<file path="config.mk">
export PLATFORM = sky130hd
export DESIGN_NAME = umi_regbank_flat
export DESIGN_NICKNAME = d
export VERILOG_FILES = /design/src/rtl/umi_regbank_if.sv /design/src/rtl/umi_regbank.sv /design/src/flat_wrapper.sv
export SDC_FILE = /design/constraint.sdc
export NUM_CORES = 2
export LEC_CHECK = 0
export CAP_MARGIN = 10
export CORE_AREA = 4 4 459 461
export DETAILED_ROUTE_END_ITERATION = 16
export DIE_AREA = 0 0 463 465
export GPL_ROUTABILITY_DRIVEN = 0
export GPL_TIMING_DRIVEN = 0
export PLACE_DENSITY_LB_ADDON = 0.12
export SYNTH_ARGS = -nofsm -noshare
export SYNTH_HDL_FRONTEND = slang
export SYNTH_SLANG_ARGS = --single-unit
</file>
<file path="constraint.sdc">
create_clock -name clk -period 6.15 [get_ports clk]
set_clock_uncertainty 0.2 [all_clocks]
set_input_delay 0.615 -clock clk [delete_from_list [all_inputs] [get_ports clk]]
set_output_delay 0.615 -clock clk [all_outputs]
set_load 0.01 [all_outputs]
</file>
<file path="src/rtl/umi_regbank_if.sv">
// Register-strobe bus between the UMI register interface (master) and umi_regbank (slave).
interface umi_regbank_if #(
  parameter int AW = 64,
  parameter int DW = 64
);
  logic [AW-1:0]   reg_addr;
  logic            reg_write;
  logic            reg_read;
  logic [7:0]      reg_cmd;
  logic [3:0]      reg_size;
  logic [4*DW-1:0] reg_wrdata;
  logic [DW-1:0]   reg_rddata;

  modport master (
    output reg_addr, reg_write, reg_read, reg_cmd, reg_size, reg_wrdata,
    input  reg_rddata
  );

  modport slave (
    input  reg_addr, reg_write, reg_read, reg_cmd, reg_size, reg_wrdata,
    output reg_rddata
  );
endinterface

</file>
<file path="src/rtl/umi_regbank.sv">
// UMI register bank: ID, free-running timer, sticky W1C status, irq mask, CFG registers.
// Optional write-protect lock register enabled by defining UMI_REGBANK_LOCK_EN.
module umi_regbank #(
  parameter int            AW    = 64,
  parameter int            DW    = 64,
  parameter int            NREG  = 16,
  parameter logic [DW-1:0] REGID = '0
) (
  input  logic                   clk,
  input  logic                   reset,
  umi_regbank_if.slave           bus,
  input  logic [DW-1:0]          ev_in,
  output logic                   irq,
  output logic [(NREG-5)*DW-1:0] cfg_out,
  output logic                   locked
);

  localparam int NB   = DW / 8;
  localparam int SH   = $clog2(NB);
  localparam int IW   = $clog2(NREG);
  localparam int NCFG = NREG - 5;

  logic [IW-1:0]              idx;
  logic [NB-1:0]              byte_mask;
  logic [DW-1:0]              bit_mask;
  logic [DW-1:0]              wr_shift;
  logic                       wr_ok;
  logic                       lock_q;
  logic [NCFG-1:0]            wr_cfg;
  logic [DW-1:0]              rd_word;
  logic [DW-1:0]              status_next;
  logic [DW-1:0]              mask_next;
  logic [DW-1:0]              timer_q;
  logic [DW-1:0]              status_q;
  logic [DW-1:0]              mask_q;
  logic [NCFG-1:0][DW-1:0]    cfg_q;
  logic [DW-1:0]              rd_q;
  logic                       irq_q;
  int                         off;
  int                         nbytes;

  function automatic logic [DW-1:0] merge(input logic [DW-1:0] old,
                                          input logic [DW-1:0] m,
                                          input logic [DW-1:0] d);
    return (old & ~m) | (d & m);
  endfunction

  assign idx = bus.reg_addr[SH +: IW];

  // Byte lanes touched by the write: data byte i lands on register byte off+i.
  always_comb begin
    off = 0;
    for (int b = 0; b < SH; b++) begin
      if (bus.reg_addr[b]) off = off + (1 << b);
    end
    nbytes   = 1 << bus.reg_size;
    wr_shift = bus.reg_wrdata[DW-1:0] << (8 * off);
    bit_mask = '0;
    for (int b = 0; b < NB; b++) begin
      byte_mask[b]       = (b >= off) && (b < off + nbytes);
      bit_mask[b*8 +: 8] = {8{byte_mask[b]}};
    end
    wr_ok = bus.reg_write && (int'(bus.reg_size) <= SH) && (int'(idx) < NREG);
    for (int r = 0; r < NCFG; r++) begin
      wr_cfg[r] = wr_ok && !lock_q && (int'(idx) == r + 5);
    end
  end

  always_comb begin
    status_next = status_q | ev_in;
    if (wr_ok && idx == IW'(2)) status_next = (status_q & ~(wr_shift & bit_mask)) | ev_in;
    mask_next = mask_q;
    if (wr_ok && idx == IW'(3) && !lock_q) mask_next = merge(mask_q, bit_mask, wr_shift);
  end

  always_comb begin
    rd_word = '0;
    if (idx == IW'(0)) rd_word = REGID;
    if (idx == IW'(1)) rd_word = timer_q;
    if (idx == IW'(2)) rd_word = status_q;
    if (idx == IW'(3)) rd_word = mask_q;
    if (idx == IW'(4)) rd_word = {{(DW-1){1'b0}}, lock_q};
    for (int r = 0; r < NCFG; r++) begin
      if (int'(idx) == r + 5) rd_word = cfg_q[r];
    end
  end

  // Reads sample pre-write state, so a combined read+write returns the old value.
  always_ff @(posedge clk) begin
    if (reset) begin
      timer_q  <= '0;
      status_q <= '0;
      mask_q   <= '0;
      cfg_q    <= '0;
      rd_q     <= '0;
      irq_q    <= 1'b0;
    end else begin
      if (wr_ok && idx == IW'(1) && !lock_q) timer_q <= merge(timer_q, bit_mask, wr_shift);
      else timer_q <= timer_q + DW'(1);
      status_q <= status_next;
      mask_q   <= mask_next;
      irq_q    <= |(status_next & mask_next);
      for (int r = 0; r < NCFG; r++) begin
        if (wr_cfg[r]) cfg_q[r] <= merge(cfg_q[r], bit_mask, wr_shift);
      end
      if (bus.reg_read) rd_q <= rd_word;
    end
  end

`ifdef UMI_REGBANK_LOCK_EN
  // Lock is one-way: only reset can clear it.
  always_ff @(posedge clk) begin
    if (reset) lock_q <= 1'b0;
    else if (wr_ok && idx == IW'(4) && bit_mask[0] && wr_shift[0]) lock_q <= 1'b1;
  end
`else
  assign lock_q = 1'b0;
`endif

  assign bus.reg_rddata = rd_q;
  assign irq            = irq_q;
  assign cfg_out        = cfg_q;
  assign locked         = lock_q;

  logic unused_bits;
  assign unused_bits = ^{bus.reg_cmd, bus.reg_wrdata[4*DW-1:DW], bus.reg_addr[AW-1:SH+IW]};

endmodule

</file>
<file path="src/flat_wrapper.sv">
// flat-port wrapper written by rule: the top's interface ports become plain ports
module umi_regbank_flat 
#(
  parameter int            AW    = 64,
  parameter int            DW    = 64,
  parameter int            NREG  = 16,
  parameter logic [DW-1:0] REGID = '0
)
  (clk, reset, ev_in, irq, cfg_out, locked, bus_reg_addr, bus_reg_write, bus_reg_read, bus_reg_cmd, bus_reg_size, bus_reg_wrdata, bus_reg_rddata);
  umi_regbank_if #(.AW(AW), .DW(DW)) bus_i ();
  input  logic clk;
  input  logic reset;
  input  logic [DW-1:0] ev_in;
  output logic irq;
  output logic [(NREG-5)*DW-1:0] cfg_out;
  output logic locked;
  input wire logic [$bits(bus_i.reg_addr)-1:0] bus_reg_addr;
  input wire logic [$bits(bus_i.reg_write)-1:0] bus_reg_write;
  input wire logic [$bits(bus_i.reg_read)-1:0] bus_reg_read;
  input wire logic [$bits(bus_i.reg_cmd)-1:0] bus_reg_cmd;
  input wire logic [$bits(bus_i.reg_size)-1:0] bus_reg_size;
  input wire logic [$bits(bus_i.reg_wrdata)-1:0] bus_reg_wrdata;
  output wire logic [$bits(bus_i.reg_rddata)-1:0] bus_reg_rddata;
  assign bus_i.reg_addr = bus_reg_addr;
  assign bus_i.reg_write = bus_reg_write;
  assign bus_i.reg_read = bus_reg_read;
  assign bus_i.reg_cmd = bus_reg_cmd;
  assign bus_i.reg_size = bus_reg_size;
  assign bus_i.reg_wrdata = bus_reg_wrdata;
  assign bus_reg_rddata = bus_i.reg_rddata;
  umi_regbank #(.AW(AW), .DW(DW), .NREG(NREG), .REGID(REGID)) u_core (.clk(clk), .reset(reset), .bus(bus_i), .ev_in(ev_in), .irq(irq), .cfg_out(cfg_out), .locked(locked));
endmodule
</file>
After elaboration in Yosys (flattened, before gate mapping):

Index checks and enable logic that the tools add are counted.
Widths: inputs -> output; s select.

* register bits after elaboration: 961
* output and inout bits: 770
* logic and storage cells: 132

* add/sub/neg operators: 4
* order comparisons: 17
* equal/unequal tests: 15
* shift operators: 2
* muxes and demuxes: 21
* bitwise logic cells: 33
* reductions and logical operators: 24

Operators by type and width (count)
* $mux 64: 18
* $and 64x64->64: 16
* $or 64x64->64: 15
* $ge 4x32->1 const A: 4
* $lt 4x32->1 const A: 4
* $not 64->64: 2
* $add 64x1->64 const B: 1
* $ge 3x32->1 const A: 2
* $lt 3x32->1 const A: 2
* $mux 32: 2
* $reduce_or 64->1: 1
* $shl 64x32->64: 1
* $add 32x32->32: 1
* $add 32x4->32 const B: 1
* $ge 1x32->1 const A: 1
* $ge 2x32->1 const A: 1
* $lt 1x32->1 const A: 1
* $lt 2x32->1 const A: 1
* $shl 1x4->32 const A: 1
* $eq 4x4->1 const B: 7
* $logic_and 1x1->1: 23
* $eq 4x2->1 const B: 3
* $eq 4x3->1 const B: 3
* $eq 4x1->1 const B: 2
* 3 further kinds: 3

Logic depth before layout (Yosys ltp):

* depth in word-level cells: 16
* depth in mapped cells: 16

Worst setup path after synthesis:

Ideal clock, no wire load.

* path kind: input to register
* start point: in bus_reg_size[2]
* end point: reg u_core.irq_q, in the netlist u_core.irq
* setup time: 125 ps
* data arrival time: 4131 ps
* setup slack: 1694 ps
* stages: 14
* path buffers: 3
* cells stage by stage: buf_6 > nor4b_1 > ha_1 > a21o_1 > and4_1 > buf_2 > nor3_2 > buf_2 > nand2_1 > a32o_1 > or4_1 > a2111oi_2 > nand4_1 > o41a_1

* word-level cells in the longest chain between the ends: 11
* elaborated cells on any way between the ends: 33

RTL lines
* from (decl): line flat_wrapper.sv:21 `input wire logic [$bits(bus_i.reg_size)-1:0] bus_reg_size;`
* $shl 1x4->32: line umi_regbank.sv:56 `nbytes = 1 << bus.reg_size;`
* $add 32x32->32: line umi_regbank.sv:60 `byte_mask[b] = (b >= off) && (b < off + nbytes);`
* $lt 1x32->1 (tied with other cells): line umi_regbank.sv:60
* $logic_and 1x1->1: line umi_regbank.sv:60
* $and 64x64->64: line umi_regbank.sv:45, umi_regbank.sv:71
* $not 64->64: line umi_regbank.sv:71 `if (wr_ok && idx == IW'(2)) status_next = (status_q & ~(wr_shift & bit_mask)) | ev_in;`
* $and 64x64->64: line umi_regbank.sv:71
* $or 64x64->64: line umi_regbank.sv:71
* $mux 64: line umi_regbank.sv:71
* $and 64x64->64 (*): line umi_regbank.sv:102 `irq_q <= |(status_next & mask_next);`
* $reduce_or 64->1 (*): line umi_regbank.sv:102
* to (signal assigned): line umi_regbank.sv:102
* to (decl): line umi_regbank.sv:38 `logic irq_q;`

Every way passes the cells marked *; elsewhere a longest branch is shown, timed or not.
A chain may end at the register's enable or synchronous reset.

Final worst setup path:

* start point: in bus_reg_size[0]
* end point: reg u_core.irq_q, in the netlist u_core.irq

The elaborated chain is that of the path after synthesis.

==> flow_summary.yaml <==
grt:
  grt_pass1_vias: 45160
  grt_max_degree: 17
  gr-total-overflow: 0
  grt_pass1_wl_um: 437500
  grt.total_usage_pct: 29.63
  grt_antenna_before_repair: 35
finish:
  fin_util_pct: 28.93
  drive_above_1_share_pct: 6.015
  final_nets: 6732
  stdcell_count: 9135
  area.growth.synth_to_final_pct: 38.83
  fill_cells: 22320
critical_path:
  cp_max_fo: 7
  worstPathArrival_ns: 6.43
  crit_path_end_kind: "flip-flop"
  worstPathRequired_ns: 6.59
  crit_slowest_cell: "a2111oi_0"
  path_cells: "clkdlybuf4s50_1 -> nor4b_1 -> ha_1 -> a21o_1 -> nand4_1 -> nand2_1 -> a21oi_1 -> a31oi_1 -> a2111oi_0 -> o2111ai_1 -> or4_1 -> o41a_1"
  cp-start-kind: "input port"
  crit_type: "in2reg"
  slowest_delay_ns: 0.89
timing:
  setup_violations: 0
  fin_tns_setup_ns: 0
  fmax_mhz: 166.8
  worst_pin_slew_ns: 1.465
  hold_violations: 0
  min_period_ns: 5.996
  hold_ws_ns: 0.2714
  layout_worst_path_cycle_share_pct: 97.50
  grt_setup_unrepaired: "false"
  drv_slew: 0
  slew_headroom_pct: 1.605
  fin_ws_ns: 0.1538
clock_network:
  postCtsSetupBuffers: 0
  clock-sinks: 961
  clk_pin_slew_ns: 0.07
  h-tree-depth: 3
  cts_tree: "done"
  clock_path_buffers: 3
  ctsRootBufferMaster: "clkbuf_16"
  cts_resized: 1
  cts_hold_buf: 0
  cts_made_buffers: 114
  clock_latency_ns: 0.76
routing:
  ant_nets: 0
  drtIter0Drc: 5554
  routed_wirelength_um: 335700
  via_per_inst: 5.357
  drtPass1Iterations: 6
  drc: 0
  vias: 48930
  wire_per_inst_um: 36.75
pwr:
  p_comb_share_pct: 11.1
  swShare_pct: 29.09
  powerDensity_nw_per_um2: 255.5
  clkPwrFrac_pct: 47.1
  ir_drop_v: 0.0002204
  pwr-share-seq_pct: 41.8
  p_leak_nw: 18.86
  internal_power_mw: 10.82
  switching_power_mw: 4.440
die:
  die_area_sq_um: 215300
  core_sq_um: 206400
  core.rowCount: 167
  ios: 1170
  initial_utilization_pct: 20.84
  dieWidth_um: 463
  die_h_um: 465
synthesis:
  async_reset_ff_share_pct: 0
  syn_inst: 5276
  synth.yosys.seq_area_share_pct: 44.72
  synth_area_per_cell_sq_um: 8.154
  syn-num-nets: 5681
  synth_edf_count: 0
  ys_warn_count: 0
  synth-main-ff-cell: "dfxtp_1"
  ys_seq_elements: 961
  synth_area_sq_um: 43020
  ys_types: 96
flow_run:
  maxCapViolations: 1
min_path:
  hold_class: "reg2reg"
placed_design:
  placed_cells: 8910
  port_buffers: 903
  place_ws_ns: -1.022
  dpl.hpwl_um: 282300
outcome:
  failed_checks: "capacitance limit"
  status: "complete, but fails checks"
## layout make-up
cell class,instances,area [sq um],share of cell area [%]
clock buffers,170,3415,5.717
diodes,14,35.03,0.05866
repair buffers,935,9388,15.72
flip-flops and latches,961,19240,32.21
inverters,18,67.56,0.1131
clock inverters,36,435.4,0.7290
well taps,2704,3383,5.665
plain buffers,439,1740,2.914
multi-input cells,3858,22020,36.87
## synthesized netlist by cell type (9+ instances only)
master	number	share of area (%)
or3_1	16	0.23
o21ai_0	91	1.1
mux4_2	23	1.2
a221oi_1	65	1.3
a211oi_1	422	7.4
o22ai_1	29	0.42
a2111oi_0	9	0.18
nor2_1	958	8.4
nor2b_1	10	0.15
clkbuf_1	381	3.3
or4_1	9	0.16
a21oi_1	499	5.8
nor3_1	47	0.55
a221o_1	11	0.26
a311oi_1	52	1.1
buf_2	13	0.15
a31oi_1	32	0.47
dfxtp_1	961	45
nand2_1	753	6.6
and3_1	25	0.36
buf_1	33	0.29
o211ai_1	21	0.37
mux2_2	69	1.8
and2_1	27	0.39
a22oi_1	235	4.1
nor4_1	11	0.16
nand4_1	72	1.0
nand3_1	52	0.60
nand2b_1	15	0.22
inv_1	16	0.14
mux2i_1	121	2.8
o22a_1	58	1.2
## path summary, 6_finish.rpt
check                     to             from  depth (start not counted)  slack [ns]
setup / recovery  u_core.irq  bus_reg_size[0]                         12        0.15
hold / removal     flip-flop        flip-flop                          2        0.27
setup reg to reg   flip-flop        flip-flop                          9        2.07
hold reg to reg    flip-flop        flip-flop                          2        0.27
## routing by layer
metal  up-vias  track usage, %  wire [um]
met4        14           12.67      16710
met1     24620           40.40     148200
met2      2623           44.62     142200
li1      21240               -          -
met5         -               0         83
met3       432           6.939      28490
## cell families after synthesis
logic type,after synthesis,synth area share (%)
AND/OR/NAND/NOR,2037,19.63
AO/OA/AOI/OAI,1599,25.28
flip-flops,961,44.72
buffers and inverters,457,4.191
multiplexers,215,5.939
adder cells (fa/ha/maj),5,0.1629
other,1,0.008717
XOR/XNOR,1,0.06399
## power by group through the flow
stage / Clock (mW) / Combinational [mW] / Sequential [mW]
finish: 7.18 / 1.70 / 6.38
global placement: 0 / 1.62 / 6.51
detailed placement: 0 / 1.66 / 6.51
floorplan: 0 / 0.654 / 6.50
CTS: 7.25 / 1.66 / 6.38
global route: 7.45 / 1.73 / 6.38
## cells in the final DEF, fill, tap and decap left out, drive strengths merged, types with 93 or more instances in the layout
cell type and count:
nor2 960, clkbuf 551, a211oi 424, clkdlybuf4s50 903, dfxtp 961, mux2i 122
a21oi 500, o21ai 93, nand2 754, a22oi 235
## worst max-delay path, delay by kind of cell
kind,cells,cell delay [ns]
buffers and inverters,1,0.56
AO/OA/AOI/OAI,6,3.00
AND/OR/NAND/NOR,4,1.89
adder cells (fa/ha/maj),1,0.35
## metrics by stage
step	power (mW)	cell area (sq um)
global route	15.57	59690
CTS	15.29	59650
floorplan	7.149	43020
finish	15.26	59720
global placement	8.137	55440
detailed placement	8.173	55800
Note: power is estimated with default switching activity, not from simulation.
